$ cat src/rtl/crc5_check_pkg.sv
`default_nettype none
// ============================================================================
//  Module   : crc5_check_pkg
//  Purpose  : Shared definitions for the CRC5 frame checker: FSM state
//             encoding, CRC5 register width and the default CRC preset.
//  Ports    : none (package)
//  Revision : 1.0 - initial release
// ============================================================================
package crc5_check_pkg;

  localparam int CRC5_W = 5;

  localparam logic [CRC5_W-1:0] CRC5_INIT_DEFAULT = 5'h1F;

  typedef enum logic [1:0] {
    ST_IDLE  = 2'd0,
    ST_RECV  = 2'd1,
    ST_CHECK = 2'd2,
    ST_DONE  = 2'd3
  } state_t;

endpackage : crc5_check_pkg
`default_nettype wire

$ cat src/rtl/crc5_next.sv
`default_nettype none
// ============================================================================
//  Module   : crc5_next
//  Purpose  : Combinational byte-wide CRC5 update, polynomial x^5+x^2+1.
//             Shared by the checker and any generator-side logic.
//  Ports    : c [4:0] in  - current CRC register
//             d [7:0] in  - data byte
//             n [4:0] out - CRC register after absorbing d
//  Revision : 1.0 - initial release
// ============================================================================
module crc5_next
  import crc5_check_pkg::*;
(
  input  logic [CRC5_W-1:0] c,
  input  logic [7:0]        d,
  output logic [CRC5_W-1:0] n
);

  always_comb begin
    n[0] = c[0] ^ c[2] ^ c[3] ^ d[0] ^ d[3] ^ d[5] ^ d[6];
    n[1] = c[1] ^ c[3] ^ c[4] ^ d[1] ^ d[4] ^ d[6] ^ d[7];
    n[2] = c[0] ^ c[3] ^ c[4] ^ d[0] ^ d[2] ^ d[3] ^ d[6] ^ d[7];
    n[3] = c[0] ^ c[1] ^ c[4] ^ d[1] ^ d[3] ^ d[4] ^ d[7];
    n[4] = c[1] ^ c[2] ^ d[2] ^ d[4] ^ d[5];
  end

endmodule : crc5_next
`default_nettype wire

$ cat src/rtl/crc5_check.sv
`default_nettype none
// ============================================================================
//  Module   : crc5_check
//  Purpose  : Receives a byte frame (payload bytes, then a trailing CRC byte
//             flagged by last), runs CRC5 over the payload and reports a
//             pass/fail verdict with a one-cycle done pulse.
//  Config   : CRC5_CHECK_LEN_EN - when defined, counts payload bytes on len
//             (saturating at 255) and fails frames longer than MAX_LEN.
//             When undefined, len is tied to 0 and no length check is made.
//  Ports    : clk       in   clock, rising edge
//             rst       in   asynchronous active-high reset
//             enable    in   din holds a valid frame byte
//             din[7:0]  in   payload byte, or received CRC when last=1
//             last      in   marks the enabled byte as the CRC byte
//             busy      out  frame open or being checked
//             done      out  one-cycle verdict strobe
//             pass      out  CRC matched (held until next frame starts)
//             fail      out  CRC mismatch or malformed frame (held)
//             crc_calc  out  CRC computed over the payload (held)
//             len[7:0]  out  payload byte count
//  Revision : 1.0 - initial release
// ============================================================================
module crc5_check
  import crc5_check_pkg::*;
#(
  parameter logic [CRC5_W-1:0] CRC_INIT = CRC5_INIT_DEFAULT,
  parameter logic [7:0]        MAX_LEN  = 8'd255
) (
  input  logic              clk,
  input  logic              rst,
  input  logic              enable,
  input  logic [7:0]        din,
  input  logic              last,
  output logic              busy,
  output logic              done,
  output logic              pass,
  output logic              fail,
  output logic [CRC5_W-1:0] crc_calc,
  output logic [7:0]        len
);

  state_t              state_q, state_d;
  logic [CRC5_W-1:0]   crc_q, crc_d;
  logic [CRC5_W-1:0]   crc_calc_q, crc_calc_d;
  logic [CRC5_W-1:0]   crc_upd;
  logic [7:0]          rx_crc_q, rx_crc_d;
  logic                malformed_q, malformed_d;
  logic                match_q, match_d;
  logic                done_q, done_d;
  logic                pass_q, pass_d;
  logic                fail_q, fail_d;
  logic                len_over;

  // crc_q sits at CRC_INIT while idle, so it seeds the first byte too.
  crc5_next u_crc5_next (
    .c (crc_q),
    .d (din),
    .n (crc_upd)
  );

`ifdef CRC5_CHECK_LEN_EN
  logic [7:0] len_q, len_d;

  always_comb begin
    len_d = len_q;
    if (enable && (state_q == ST_IDLE)) begin
      len_d = last ? 8'd0 : 8'd1;
    end else if (enable && !last && (state_q == ST_RECV) && (len_q != 8'hFF)) begin
      len_d = len_q + 8'd1;
    end
  end

  always_ff @(posedge clk or posedge rst) begin
    if (rst) len_q <= 8'd0;
    else     len_q <= len_d;
  end

  assign len_over = (len_q > MAX_LEN);
  assign len      = len_q;
`else
  // No counter: the comparison folds to a constant 0.
  assign len_over = (8'd0 > MAX_LEN);
  assign len      = 8'd0;
`endif

  always_comb begin
    state_d     = state_q;
    crc_d       = crc_q;
    rx_crc_d    = rx_crc_q;
    malformed_d = malformed_q;
    match_d     = match_q;
    done_d      = 1'b0;
    pass_d      = pass_q;
    fail_d      = fail_q;
    crc_calc_d  = crc_calc_q;

    case (state_q)
      ST_IDLE: begin
        crc_d = CRC_INIT;
        if (enable) begin
          // Any accepted byte opens a new frame and retires the old verdict.
          pass_d = 1'b0;
          fail_d = 1'b0;
          if (last) begin
            rx_crc_d    = din;
            malformed_d = 1'b1;
            state_d     = ST_CHECK;
          end else begin
            crc_d       = crc_upd;
            malformed_d = 1'b0;
            state_d     = ST_RECV;
          end
        end
      end

      ST_RECV: begin
        if (enable) begin
          if (last) begin
            rx_crc_d = din;
            state_d  = ST_CHECK;
          end else begin
            crc_d = crc_upd;
          end
        end
      end

      ST_CHECK: begin
        match_d = (crc_q == rx_crc_q[CRC5_W-1:0]) && (rx_crc_q[7:CRC5_W] == 3'd0)
                  && !malformed_q && !len_over;
        state_d = ST_DONE;
      end

      ST_DONE: begin
        done_d     = 1'b1;
        pass_d     = match_q;
        fail_d     = !match_q;
        crc_calc_d = crc_q;
        crc_d      = CRC_INIT;
        state_d    = ST_IDLE;
      end

      default: state_d = ST_IDLE;
    endcase
  end

  always_ff @(posedge clk or posedge rst) begin
    if (rst) begin
      state_q     <= ST_IDLE;
      crc_q       <= CRC_INIT;
      rx_crc_q    <= 8'd0;
      malformed_q <= 1'b0;
      match_q     <= 1'b0;
      done_q      <= 1'b0;
      pass_q      <= 1'b0;
      fail_q      <= 1'b0;
      crc_calc_q  <= '0;
    end else begin
      state_q     <= state_d;
      crc_q       <= crc_d;
      rx_crc_q    <= rx_crc_d;
      malformed_q <= malformed_d;
      match_q     <= match_d;
      done_q      <= done_d;
      pass_q      <= pass_d;
      fail_q      <= fail_d;
      crc_calc_q  <= crc_calc_d;
    end
  end

  assign busy     = (state_q != ST_IDLE);
  assign done     = done_q;
  assign pass     = pass_q;
  assign fail     = fail_q;
  assign crc_calc = crc_calc_q;

endmodule : crc5_check
`default_nettype wire

$ cat config.mk
export PLATFORM = sky130hd
export DESIGN_NAME = crc5_check
export DESIGN_NICKNAME = d
export VERILOG_FILES = /design/src/rtl/crc5_check_pkg.sv /design/src/rtl/crc5_next.sv /design/src/rtl/crc5_check.sv
export SDC_FILE = /design/constraint.sdc
export NUM_CORES = 1
export LEC_CHECK = 0
export CORE_MARGIN = 4
export CORE_UTILIZATION = 54
export DETAILED_ROUTE_END_ITERATION = 10
export HOLD_SLACK_MARGIN = 0.08
export PLACE_DENSITY = 0.91
export RECOVER_POWER = 25
export SYNTH_ARGS = -nofsm -noshare
export SYNTH_HDL_FRONTEND = slang
export SYNTH_HIERARCHICAL = 1
export SYNTH_SLANG_ARGS = --single-unit
$ cat constraint.sdc
create_clock -name clk -period 3 [get_ports clk]
set_input_delay 0.9 -clock clk [delete_from_list [all_inputs] [get_ports clk]]
set_output_delay 0.9 -clock clk [all_outputs]
set_load 0.01 [all_outputs]
=== Yosys cells after proc, flatten, opt, wreduce, memory -nomap -nowiden ===
Cells that the tools add are included.

* Input port bits: 12
* Output and inout port bits: 17
* Logic and storage cells: 76
* Flip-flop bits (word level): 25

* Muxes and demuxes: 15
* Reductions and logical operators: 15
* Bitwise gates (word level): 29
* Eq/ne operators: 8

{| class="wikitable"
|+ Operators by type and width
! operator !! count
|-
| $xor 1x1->1 || 29
|-
| $mux 5 || 4
|-
| $pmux 5 s3 || 1
|-
| $reduce_and 3->1 || 3
|-
| $mux 2 || 4
|-
| $ne 2x2->1 const B || 4
|-
| $pmux 2 s4 || 1
|-
| $eq 5x5->1 || 1
|-
| $eq 2x2->1 const B || 2
|-
| $pmux 1 s2 || 2
|-
| $reduce_and 2->1 || 2
|-
| $reduce_bool 2->1 || 2
|-
| $logic_not 3->1 || 1
|-
| $mux 1 || 3
|-
| $reduce_bool 3->1 || 1
|-
| $eq 2x1->1 const B || 1
|-
| $logic_and 1x1->1 || 2
|-
| $logic_not 1->1 || 2
|-
| $logic_not 2->1 || 1
|-
| $reduce_or 2->1 || 1
|}

=== Depth between registers and ports, before layout ===
* Depth in word-level cells: 10
* Gate-level depth with buffers: 5
* Depth with buffers taken out: 5

=== Hierarchy ===
The synthesis kept the hierarchy.

{| class="wikitable"
|+ Modules (own cells, without submodules)
! module !! cells an instance !! seq. area each (sq um) !! area each (sq um) !! instances
|-
| crc5_check || 90 || 631.9 || 1184.9 || 1
|-
| crc5_next || 16 || 0.0 || 176.4 || 1
|}

=== Least setup slack after synthesis ===
Ideal clock, no wire load.

* Kind: in2reg
* Start: input din[6]
* End: register crc_q[2]
* Setup time: 0.080 ns
* Buffers on the path: 0
* Required time: 2.920 ns
* Path slack: 1.161 ns
* Data arrival time: 1.760 ns
* Stages on the path: 4
* Path through: xor2_2 -> xnor2_2 -> xnor3_1 -> o22a_1

* Longest elaborated chain between the ends: 5
* Elaborated cells between the ends (all ways): 7
* Classes of those cells: mux (5); bitwise (2)

{| class="wikitable"
|+ RTL lines
! item !! line !! text
|-
| from (decl) || crc5_check.sv:32 || <nowiki>input logic [7:0] din,</nowiki>
|-
| $xor 1x1->1 (*) (2 in series) || crc5_next.sv:22 || <nowiki>n[2] = c[0] ^ c[3] ^ c[4] ^ d[0] ^ d[2] ^ d[3] ^ d[6] ^ d[7];</nowiki>
|-
| named net crc_upd[2] || crc5_check.sv:45 || <nowiki>logic [CRC5_W-1:0] crc_upd;</nowiki>
|-
| $mux 5, on equally long branches || crc5_check.sv:118, crc5_check.sv:104 ||
|-
| $mux 5, on equally long branches || crc5_check.sv:117, crc5_check.sv:100 ||
|-
| $pmux 5 s3 (*) || crc5_check.sv:97 || <nowiki>case (state_q)</nowiki>
|-
| to (signal assigned) || crc5_check.sv:159 || <nowiki>crc_q <= crc_d;</nowiki>
|-
| to (decl) || crc5_check.sv:43 || <nowiki>logic [CRC5_W-1:0] crc_q, crc_d;</nowiki>
|}

The timed path passes the listed nets; every way through them passes the cells marked *. The select of a mux whose other input is x is not followed.
A chain may end at the register's enable or synchronous reset.

=== Final worst setup path ===
* Start: register state_q[1]
* End: output busy

* Longest elaborated chain between the ends: 1

{| class="wikitable"
|+ RTL lines
! item !! line !! text
|-
| from (decl) || crc5_check.sv:42 || <nowiki>state_t state_q, state_d;</nowiki>
|-
| from (signal assigned) || crc5_check.sv:158 || <nowiki>state_q <= state_d;</nowiki>
|-
| $reduce_bool 2->1 || crc5_check.sv:170 || <nowiki>assign busy = (state_q != ST_IDLE);</nowiki>
|-
| to (decl) || crc5_check.sv:34 || <nowiki>output logic busy,</nowiki>
|}

Every way passes these cells.

==> qor.yml <==
status: "completed"
synth_xor_area_frac: 0.162
synthArstFlopShare: 1.00
busiest_layer: "met2"
holdBufCountCts: 0
ys_warn_count: 6
die-area_mm2: 0.00339
criticalPathCategory: "reg2out"
clk_pin_slew_ns: 0.13
rsz0062_at_grt: "false"
ys_seq_elements: 25
synthMuxAreaShare: 0.153
p_leak_nw: 0.655
final_layout_size_suffix_gt1_frac: 0.225
fp.dieW_um: 58.2
critPathCaptureType: "output port"
cts_made_buffers: 3
startpoint_type: "flip-flop"
antenna_found_initial: 0
via_per_inst: 5.21
final_nets: 147
drtPass1Iterations: 4
clock_skew_ns: 0.00440
synth_simple_gate_area_frac: 0.0487
fillCellCount: 164
num_rows: 17
hold_violations: 0
cap_violations: 0
wire_per_inst_um: 15.1
seq_area_um2: 632
drt_iter0_markers: 15
clk_latency_ns: 0.31
synth_edf_count: 0
clkSinkCount: 25
syn2layout_area_growth_pct: 16.6
grt_use_met1: 0.194
ys_seq_area_frac: 0.464
antennaDiodeCount: 0
ctsLongestPathBuffers: 2
ant_nets: 0
cts_resized: 0
die_h_um: 58.2
slew_headroom: 0.125
synth_cell_types: 27
max-vdd-ir-drop_uv: 563
cts_tree: "done"
synth_compound_area_frac: 0.0616
final-setup-viol-count: 0
drc: 0
h-tree-depth: 1
cp_data_required_time_ns: 2.10
dp_hpwl_mm: 1.94
root_buffer: "clkbuf_4"
fin_util: 0.691
grt_usage: 0.165
place_area_mm2: 0.00157
grt_pass1_vias: 889
setup_tns_ns: 0
grt_util_met2: 0.300
post-route-period-util: 0.875
finalWirelength_mm: 2.37
max_freq_mhz: 381
crit_fanout: 5
grt_pass1_wl_mm: 4.19
powerDensity_mw_per_mm2: 992
synth_fa_ha_area_frac: 0.0460
postSynthAreaPerCell_um2: 12.8
synthCells: 106
top_level_ports: 29
worst_slew_pin_slew_ns: 1.31
num_vias: 818
netlist_area_mm2: 0.00136
stdcell_area_mm2: 0.00159
grt.met3_usage: 0.0401
critPathArrivalTime_ns: 1.72
cts_setup_buffers: 0
synth_top_family_by_area: "XOR/XNOR gates"
gp_congestion: 0.761
synth_ff_type: "dfrtp_1"
initial_utilization: 0.593
hold_path.class: "reg2reg"
drv_slew: 0
multi_input_area_um2: 672
grt_max_degree: 26
fin_crit_ns: 2.62
portBuffers: 20
core_mm2: 0.00230
overflow: 0
[layout by cell type, fill, tap and decap left out]
cell | netlist | routed
inv_1 | 5 | 5
xor2_2 | 1 | 1
clkdlybuf4s50_1 | 0 | 19
xnor3_1 | 1 | 1
xor2_1 | 3 | 3
a21boi_2 | 1 | 1
o22a_1 | 5 | 5
nand3_1 | 1 | 1
a32o_1 | 1 | 1
nand2b_1 | 2 | 2
mux2i_1 | 4 | 4
o21ai_0 | 1 | 1
ha_1 | 5 | 5
clkbuf_1 | 0 | 2
nand2_1 | 4 | 4
o2bb2ai_1 | 1 | 1
a21oi_1 | 1 | 1
clkbuf_4 | 0 | 3
dfstp_2 | 5 | 5
nand3_2 | 1 | 1
xnor2_2 | 2 | 2
dlygate4sd3_1 | 0 | 1
dfrtp_1 | 20 | 20
nor4_1 | 1 | 1
nand4_1 | 1 | 1
conb_1 | 1 | 8
or3_4 | 1 | 1
mux2_2 | 15 | 15
xnor2_1 | 14 | 14
[routing by layer]
metal  share of wire  wire length (um)
met1            0.42              1000
met2            0.52              1240
met3           0.045               107
met4          0.0080                19
met5               0                 0
[state kept, by name (all words and copies together), names as in the netlist]
| name | count |
|---|---|
| rx_crc_q | 8 |
| state_q | 2 |
| crc_q | 5 |
| malformed_q | 1 |
| pass | 1 |
| crc_calc | 5 |
| match_q | 1 |
| fail | 1 |
| done | 1 |
[final cells by class]
class | count | share of cell area
well taps | 28 | 0.0221
clock buffers | 4 | 0.0165
repair buffers | 21 | 0.128
inverters | 5 | 0.0118
flip-flops and latches | 25 | 0.398
multi-input cells | 74 | 0.423
[kinds of logic after synthesis]
group | after synthesis
multiplexers | 19
adder cells (fa/ha/maj) | 5
XOR/XNOR | 21
flip-flops | 25
AND/OR/NAND/NOR | 11
buffers and inverters | 14
other | 1
AO/OA/AOI/OAI | 10
[power by group]
group          leakage (nW)  internal (mW)  switching [mW]
Clock                0.0150         0.0520          0.0967
Sequential            0.284          0.500           0.112
Combinational         0.356          0.457           0.357
[stage by stage]
| step | worst slack [ns] | power [mW] | hold WS [ns] | std cells |
|---|---|---|---|---|
| 2_1_floorplan | 1.16 | 1.21 | 0.459 | 113 |
| 6_report | 0.375 | 1.57 | 0.512 | 157 |
| 3_3_place_gp | 0.628 | 1.38 | 0.471 | 153 |
| 5_1_grt | 0.282 | 1.70 | 0.542 | 157 |
| 4_1_cts | 0.376 | 1.59 | 0.516 | 157 |
| 3_5_place_dp | 0.542 | 1.44 | 0.484 | 153 |
[worst max-delay path: stages (launching register included)]
cell	delay (ns)
dfrtp_1	0.43
inv_1	0.17
ha_1	0.28
inv_1	0.06
clkdlybuf4s50_1	0.47
[Yosys cell counts, drive strengths merged (2+ instances only)]
library cell	number	area, um2
ha	5	62.6
mux2i	4	40.0
xor2	4	42.6
nand2b	2	12.5
xnor2	16	155
dfrtp	20	500
dfstp	5	131
nand3	2	15.0
nand2	4	15.0
inv	5	18.8
o22a	5	43.8
buf	9	65.1
mux2	15	169
[final timing paths]
path                            start     endpoint  slack (ns)  cells after the start
setup / recovery           state_q[1]         busy        0.38                      4
hold / removal                   pass         pass        0.51                      1
setup reg to reg             crc_q[3]     crc_q[2]        1.38                      4
hold reg to reg                  pass         pass        0.51                      1
max in group asynchronous         rst  rx_crc_q[0]        0.80                      3
min in group asynchronous         rst         pass        1.43                      3
Note: power is estimated with default switching activity, not from simulation.
